$ cat config.mk
export PLATFORM = sky130hd
export DESIGN_NAME = fetch_queue
export DESIGN_NICKNAME = d
export VERILOG_FILES = /design/src/rtl/fetch_queue.sv
export SDC_FILE = /design/constraint.sdc
export NUM_CORES = 1
export LEC_CHECK = 0
export ABC_AREA = 1
export BUFFER_PORTS_ARGS = -buffer_cell sky130_fd_sc_hd__buf_2
export CAP_MARGIN = 40
export CORE_AREA = 3 3 67 131
export CTS_CLUSTER_DIAMETER = 50
export DETAILED_ROUTE_END_ITERATION = 8
export DIE_AREA = 0 0 70 134
export HOLD_SLACK_MARGIN = 0.03
export PLACE_DENSITY = 0.87
export SLEW_MARGIN = 25
export SYNTH_ARGS = -nofsm -noshare
export SYNTH_HDL_FRONTEND = slang
export SYNTH_SLANG_ARGS = --single-unit
export TNS_END_PERCENT = 50
$ cat constraint.sdc
create_clock -name clk -period 6.3 [get_ports clk]
set_clock_uncertainty 0.05 [all_clocks]
set_input_delay 0.63 -clock clk [delete_from_list [all_inputs] [get_ports clk]]
set_output_delay 0.63 -clock clk [all_outputs]
set_load 0.02 [all_outputs]
$ cat src/rtl/fetch_queue.sv
// Instruction fetch stage: owns the PC, drives program memory, and buffers
// fetched {opcode, operand, next-PC} entries for the register-read stage.
module fetch_queue #(
    parameter int DEPTH = 4,
    parameter int AW    = 8,
    parameter int DW    = 8
) (
    input  logic                       clk,
    input  logic                       rst,
    output logic [AW-1:0]              pm_addr,
    input  logic [DW-1:0]              pm_opcode,
    input  logic [DW-1:0]              pm_operand,
    input  logic                       redirect,
    input  logic [AW-1:0]              redirect_addr,
    input  logic                       stall,
    output logic                       valid_out,
    output logic [DW-1:0]              oc_out,
    output logic [DW-1:0]              or_out,
    output logic [AW-1:0]              npc_out,
    output logic [$clog2(DEPTH):0]     count
);

    localparam int PW = $clog2(DEPTH);
    localparam int CW = $clog2(DEPTH) + 1;

    logic [AW-1:0] pc_q, pc_d;
    logic [PW-1:0] rd_ptr_q, rd_ptr_d;
    logic [PW-1:0] wr_ptr_q, wr_ptr_d;
    logic [CW-1:0] count_q, count_d;

    logic [DW-1:0] oc_mem_q  [DEPTH];
    logic [DW-1:0] oc_mem_d  [DEPTH];
    logic [DW-1:0] or_mem_q  [DEPTH];
    logic [DW-1:0] or_mem_d  [DEPTH];
    logic [AW-1:0] npc_mem_q [DEPTH];
    logic [AW-1:0] npc_mem_d [DEPTH];

    logic valid;
    logic pop;
    logic fetch;

    assign valid = (count_q != '0);
    assign pop   = valid & ~stall;
    // A pop frees a slot in the same cycle, so a full queue still fetches.
    assign fetch = ~redirect & ((count_q < CW'(DEPTH)) | pop);

    always_comb begin
        pc_d      = pc_q;
        rd_ptr_d  = rd_ptr_q;
        wr_ptr_d  = wr_ptr_q;
        count_d   = count_q;
        oc_mem_d  = oc_mem_q;
        or_mem_d  = or_mem_q;
        npc_mem_d = npc_mem_q;
        if (redirect) begin
            pc_d     = redirect_addr;
            rd_ptr_d = '0;
            wr_ptr_d = '0;
            count_d  = '0;
        end else begin
            if (fetch) begin
                oc_mem_d[wr_ptr_q]  = pm_opcode;
                or_mem_d[wr_ptr_q]  = pm_operand;
                npc_mem_d[wr_ptr_q] = pc_q + 1'b1;
                pc_d                = pc_q + 1'b1;
                wr_ptr_d            = wr_ptr_q + 1'b1;
            end
            if (pop) begin
                rd_ptr_d = rd_ptr_q + 1'b1;
            end
            count_d = count_q + CW'(fetch) - CW'(pop);
        end
    end

    always_ff @(posedge clk or posedge rst) begin
        if (rst) begin
            pc_q     <= '0;
            rd_ptr_q <= '0;
            wr_ptr_q <= '0;
            count_q  <= '0;
        end else begin
            pc_q     <= pc_d;
            rd_ptr_q <= rd_ptr_d;
            wr_ptr_q <= wr_ptr_d;
            count_q  <= count_d;
        end
    end

    // Storage is never visible while empty, so it needs no reset.
    always_ff @(posedge clk) begin
        oc_mem_q  <= oc_mem_d;
        or_mem_q  <= or_mem_d;
        npc_mem_q <= npc_mem_d;
    end

    assign pm_addr   = pc_q;
    assign count     = count_q;
    assign valid_out = valid;
    assign oc_out    = valid ? oc_mem_q[rd_ptr_q]  : '0;
    assign or_out    = valid ? or_mem_q[rd_ptr_q]  : '0;
    assign npc_out   = valid ? npc_mem_q[rd_ptr_q] : '0;

endmodule
---- After elaboration in Yosys (flattened, before gate mapping) ----
Index checks and enable logic that the tools add are counted.
word-level totals
  flip-flop bits (word level) ............. 111
  word-level logic and storage cells ...... 61
  input port bits ......................... 28
  output and inout bits ................... 36
cells by class
  bitwise operators ....................... 7
  add/sub/neg operators ................... 5
  order comparisons ....................... 4
  reduce and logical (&&, ||, !) cells .... 5
  multiplexer cells ....................... 24
operators by type and width
  kind                 count
  $bwmux 32            3
  $mux 8               12
  $bmux 8 s2           3
  $demux 8 s2          1
  $add 8x1->8 const B  1
  $mux 2               4
  $ge 3x3->1 const B   2
  $not 2->3            2
  $add 2x1->2 const B  2
  $reduce_bool 2->1    2
  $add 3x1->3          1
  $lt 3x1->1 const B   1
  $lt 3x3->1 const B   1
  $mux 3               1
  $reduce_bool 3->1    1
  $sub 3x1->3          1
  $and 1x1->1          2
  $not 1->1            2
  $reduce_and 2->1     1
  $logic_and 1x1->1    1
  $or 1x1->1           1

---- Depth between registers and ports, before layout ----
  depth in word-level cells ............... 7
  mapped depth ............................ 11
  depth with buffers taken out ............ 11

---- Worst setup path after synthesis ----
OpenSTA, ideal clock, no wires.
  kind .................................... in2reg
  from .................................... in stall
  to ...................................... reg npc_mem_q[0] (netlist bit) (enable)
  slack ................................... 3.781 ns
  arrival ................................. 2.065 ns
  library setup time ...................... 0.405 ns
  stages on the path ...................... 3
  required time ........................... 5.845 ns
  path through ............................ a21oi_2 -> inv_2 -> nor2_1
on the way
  cells in the longest elaborated chain, start to end .. 5
ends and longest elaborated chain
  element                            RTL line  RTL
  start: declaration                 15        input logic stall,
  $not 1->1                          43        assign pop = valid & ~stall;
  $and 1x1->1                        43
  $or 1x1->1                         45        assign fetch = ~redirect & ((count_q < CW'(DEPTH)) | pop);
  $and 1x1->1                        45
  $reduce_and 2->1 (no source line)  --
  end signal: assignment             93        npc_mem_q <= npc_mem_d;
  end: declaration                   35        logic [AW-1:0] npc_mem_q [DEPTH];
No other way between the ends.
A chain may end at the register's enable or synchronous reset.

---- Worst setup path after layout ----
  from .................................... reg rd_ptr_q[1]
  to ...................................... out npc_out[4]
on the way
  cells in the longest elaborated chain, start to end .. 5
ends and longest elaborated chain
  element                                    RTL line  RTL
  start: declaration                         27        logic [PW-1:0] rd_ptr_q, rd_ptr_d;
  start signal: assignment                   83        rd_ptr_q <= rd_ptr_d;
  $not 2->3 (implied by the code)            101       assign npc_out = valid ? npc_mem_q[rd_ptr_q] : '0;
  $bmux 8 s2                                 101
  $mux 8 (implied by the code) (2 in a row)  101
  $mux 8                                     101
  end: declaration                           19        output logic [AW-1:0] npc_out,
No other way between the ends. The select of a mux whose other input is x is not followed.

==> reports/qor.txt <==
outcome - finished clean
Clock transition at path regs - 0.07 ns
biggest area consumer among synthesized cells - edfxtp_1
Max-Cap Viols - 0
share of cells above drive strength 1 - 23.7%
Global Route Usage Sum - 20.6%
#FFs+latches synth - 111
Worst Setup End Kind - primary output
Syn Nets - 455
DR iter-0 viols - 174
Hold Slack - 0.309 ns
placement row count - 46
unrepaired setup endpoints after global routing - false
sequential share of power - 40.6%
largest net degree at the start of global routing - 51
Pleak - 0.00216 µW
Area Growth Syn to Fin - 13.5%
Min-Delay Path Class - input pin to asynchronous set/reset pin
Most used DFF post-synth - edfxtp_1
Max clock buf depth - 2
CP Class - flop to primary output
number of synthesized flops with an enable pin - 96
Vert. Die Dim - 134 µm
max-slew violation count - 0
core area - 7940 µm²
Worst R2R End - count[2]
Worst-Skew Late Latency - 0.34 ns
Fin. Hold Viols - 0
wirelength, routed - 9620 µm
minimum clock period - 2.85 ns
total CTS buffers - 9
Logic pwr share - 36.4%
post-synthesis sequential area ratio - 67.7%
ranking of synthesized cells by area - edfxtp_1, nor2_1, dfrtp_1
ys async rst share - 13.5%
Netlist cell types - 24
period utilization - 45.2%
Max-slew headroom - 43.2%
vias - 3240
Power Density - 450 nW/µm²
H-tree depth - 3
TritonRoute pass-1 iters - 5
Port Buffers - 63
Worst Path Arrival - 2.17 ns
internal power - 1540 µW
Worst R2R Start - count[2]
Mapped Area - 4810 µm²
CTS tree - yes
VDD IR-drop max - 0.000299 V
Post-CTS Hold Buffers - 0
GPL Wtd Cong - 0.822
drc violations - 0
Mapped Cells - 419
clock share of power - 23.0%
Net Sw Power - 914 µW
timing-limited maximum frequency - 351 MHz
Initial Utilization - 60.6%
endpoints failing setup - 0
IO Count - 64
Crit Path Max Fanout - 24
die area - 9380 µm²
Sw Share - 37.2%
Final Net Count - 516
Reg2Reg Depth - 9
flop-to-flop setup slack - 3.81 ns
initial antenna violation count - 0
vias in the first global route - 3201
ant diodes - 0
Setup TNS Final - 0 ns
critical path launch point type - flop
Die X - 70 µm
Worst Max-Slew Pin Slew - 0.852 ns
number of sinks on the clock net - 111
Post-Syn Area per Cell - 11.5 µm²
synth warn - 0
global route overflow - 0
clk root buf - clkbuf_16
Final ANT Viol Nets - 0
area share of the largest cell type after synthesis - 59.9%
first-pass GRT wire length - 14600 µm
wire per inst - 16.6 µm
# resized after CTS - 0
DP HPWL - 6260 µm
DR vias/cell - 5.61
worst endpoint required time - 5.62 ns
Post-CTS Repair Setup Buffers - 0
==> layer usage <==
layer	track usage (%)	share of wire [%]	routed length, µm
met1	20.9	34	3270
met5	0	0	0
met3	4.28	5.4	521
met4	14.2	4.1	393
met2	36.9	57	5440
==> cells by family (layout without fill, tap and decap cells) <==
| logic type | after synthesis | in the layout | synth area share [%] |
|---|---|---|---|
| and+or+nand+nor | 160 | 160 | 13.2 |
| DFF | 111 | 111 | 67.7 |
| AOI/OAI and AO/OA | 84 | 84 | 10.5 |
| buffers and inverters | 51 | 114 | 5.51 |
| adders and majority gates | 8 | 8 | 2.24 |
| xor gates and xnor gates | 5 | 5 | 0.910 |
==> placed cells by master (no fill, tap or decap), types with 7 or more instances in the layout <==
master and n:
buf_2 63, o21ai_1 9, ha_1 7, a21oi_2 21
nand3_1 11, o21ai_0 48, dfrtp_1 15, inv_1 27
nor2_1 106, edfxtp_1 96, clkbuf_16 9, nand2_1 33
==> worst max-delay path, cell delays in order, from the launching register on <==
cell     delay, ns
dfrtp_1       0.75
inv_2         0.39
nor2_1        0.18
o21ai_1       0.09
a21oi_2       0.21
buf_2         0.20
==> flip-flops by register name, indices dropped and copies added, names as in the netlist <==
signal	cells
count	3
oc_mem_q	32
rd_ptr_q	2
wr_ptr_q	2
npc_mem_q	32
pm_addr	8
or_mem_q	32
==> cell usage after synthesis (6+ instances only) <==
master      n
o21ai_0    48
nor2_1    110
edfxtp_1   96
a21oi_2    21
buf_6       6
nand2_1    33
nand3_1    11
o21ai_1     9
inv_1      27
dfrtp_1    15
ha_1        7
==> worst max-delay path by stage <==
stage                   endpoint         from  depth (start not counted)  slack [ns]
CTS                   npc_out[5]  rd_ptr_q[1]                          5        3.45
global route           or_out[1]  rd_ptr_q[1]                          5        3.32
floorplan           npc_mem_q[0]        stall                          3        3.78
detailed placement  or_mem_q[16]     redirect                          5        3.53
global placement    or_mem_q[16]     redirect                          5        3.56
finish                npc_out[4]  rd_ptr_q[1]                          5        3.45
==> power by group through the flow <==
| stage | clock [µW] | combinational [µW] | sequential, µW |
|---|---|---|---|
| floorplan | 0 | 638 | 1020 |
| global placement | 0 | 856 | 1010 |
| detailed placement | 0 | 891 | 1010 |
| CTS | 574 | 901 | 996 |
| global route | 599 | 972 | 1000 |
| finish | 564 | 894 | 998 |
==> metrics by stage <==
stage / util [%] / instances / total power [µW] / cell area [µm²] / setup slack, ns
after detailed placement: 65.0 / 565 / 1900 / 5160 / 3.53
after CTS: 68.7 / 578 / 2470 / 5460 / 3.45
final: 68.7 / 578 / 2460 / 5460 / 3.45
after floorplan: - / 419 / 1660 / 4810 / 3.78
after global routing: 68.7 / 578 / 2580 / 5460 / 3.32
after global placement: 64.8 / 564 / 1860 / 5150 / 3.56
==> area by class of cell <==
cell class	instances	area (µm²)
repair buffers	69	364
multi-input cells	257	1300
well taps	96	120
fillers	502	2480
flip-flops and latches	111	3260
clock inverters	4	73.8
inverters	32	120
clock buffers	9	225
(Power assumes the default switching activity.)
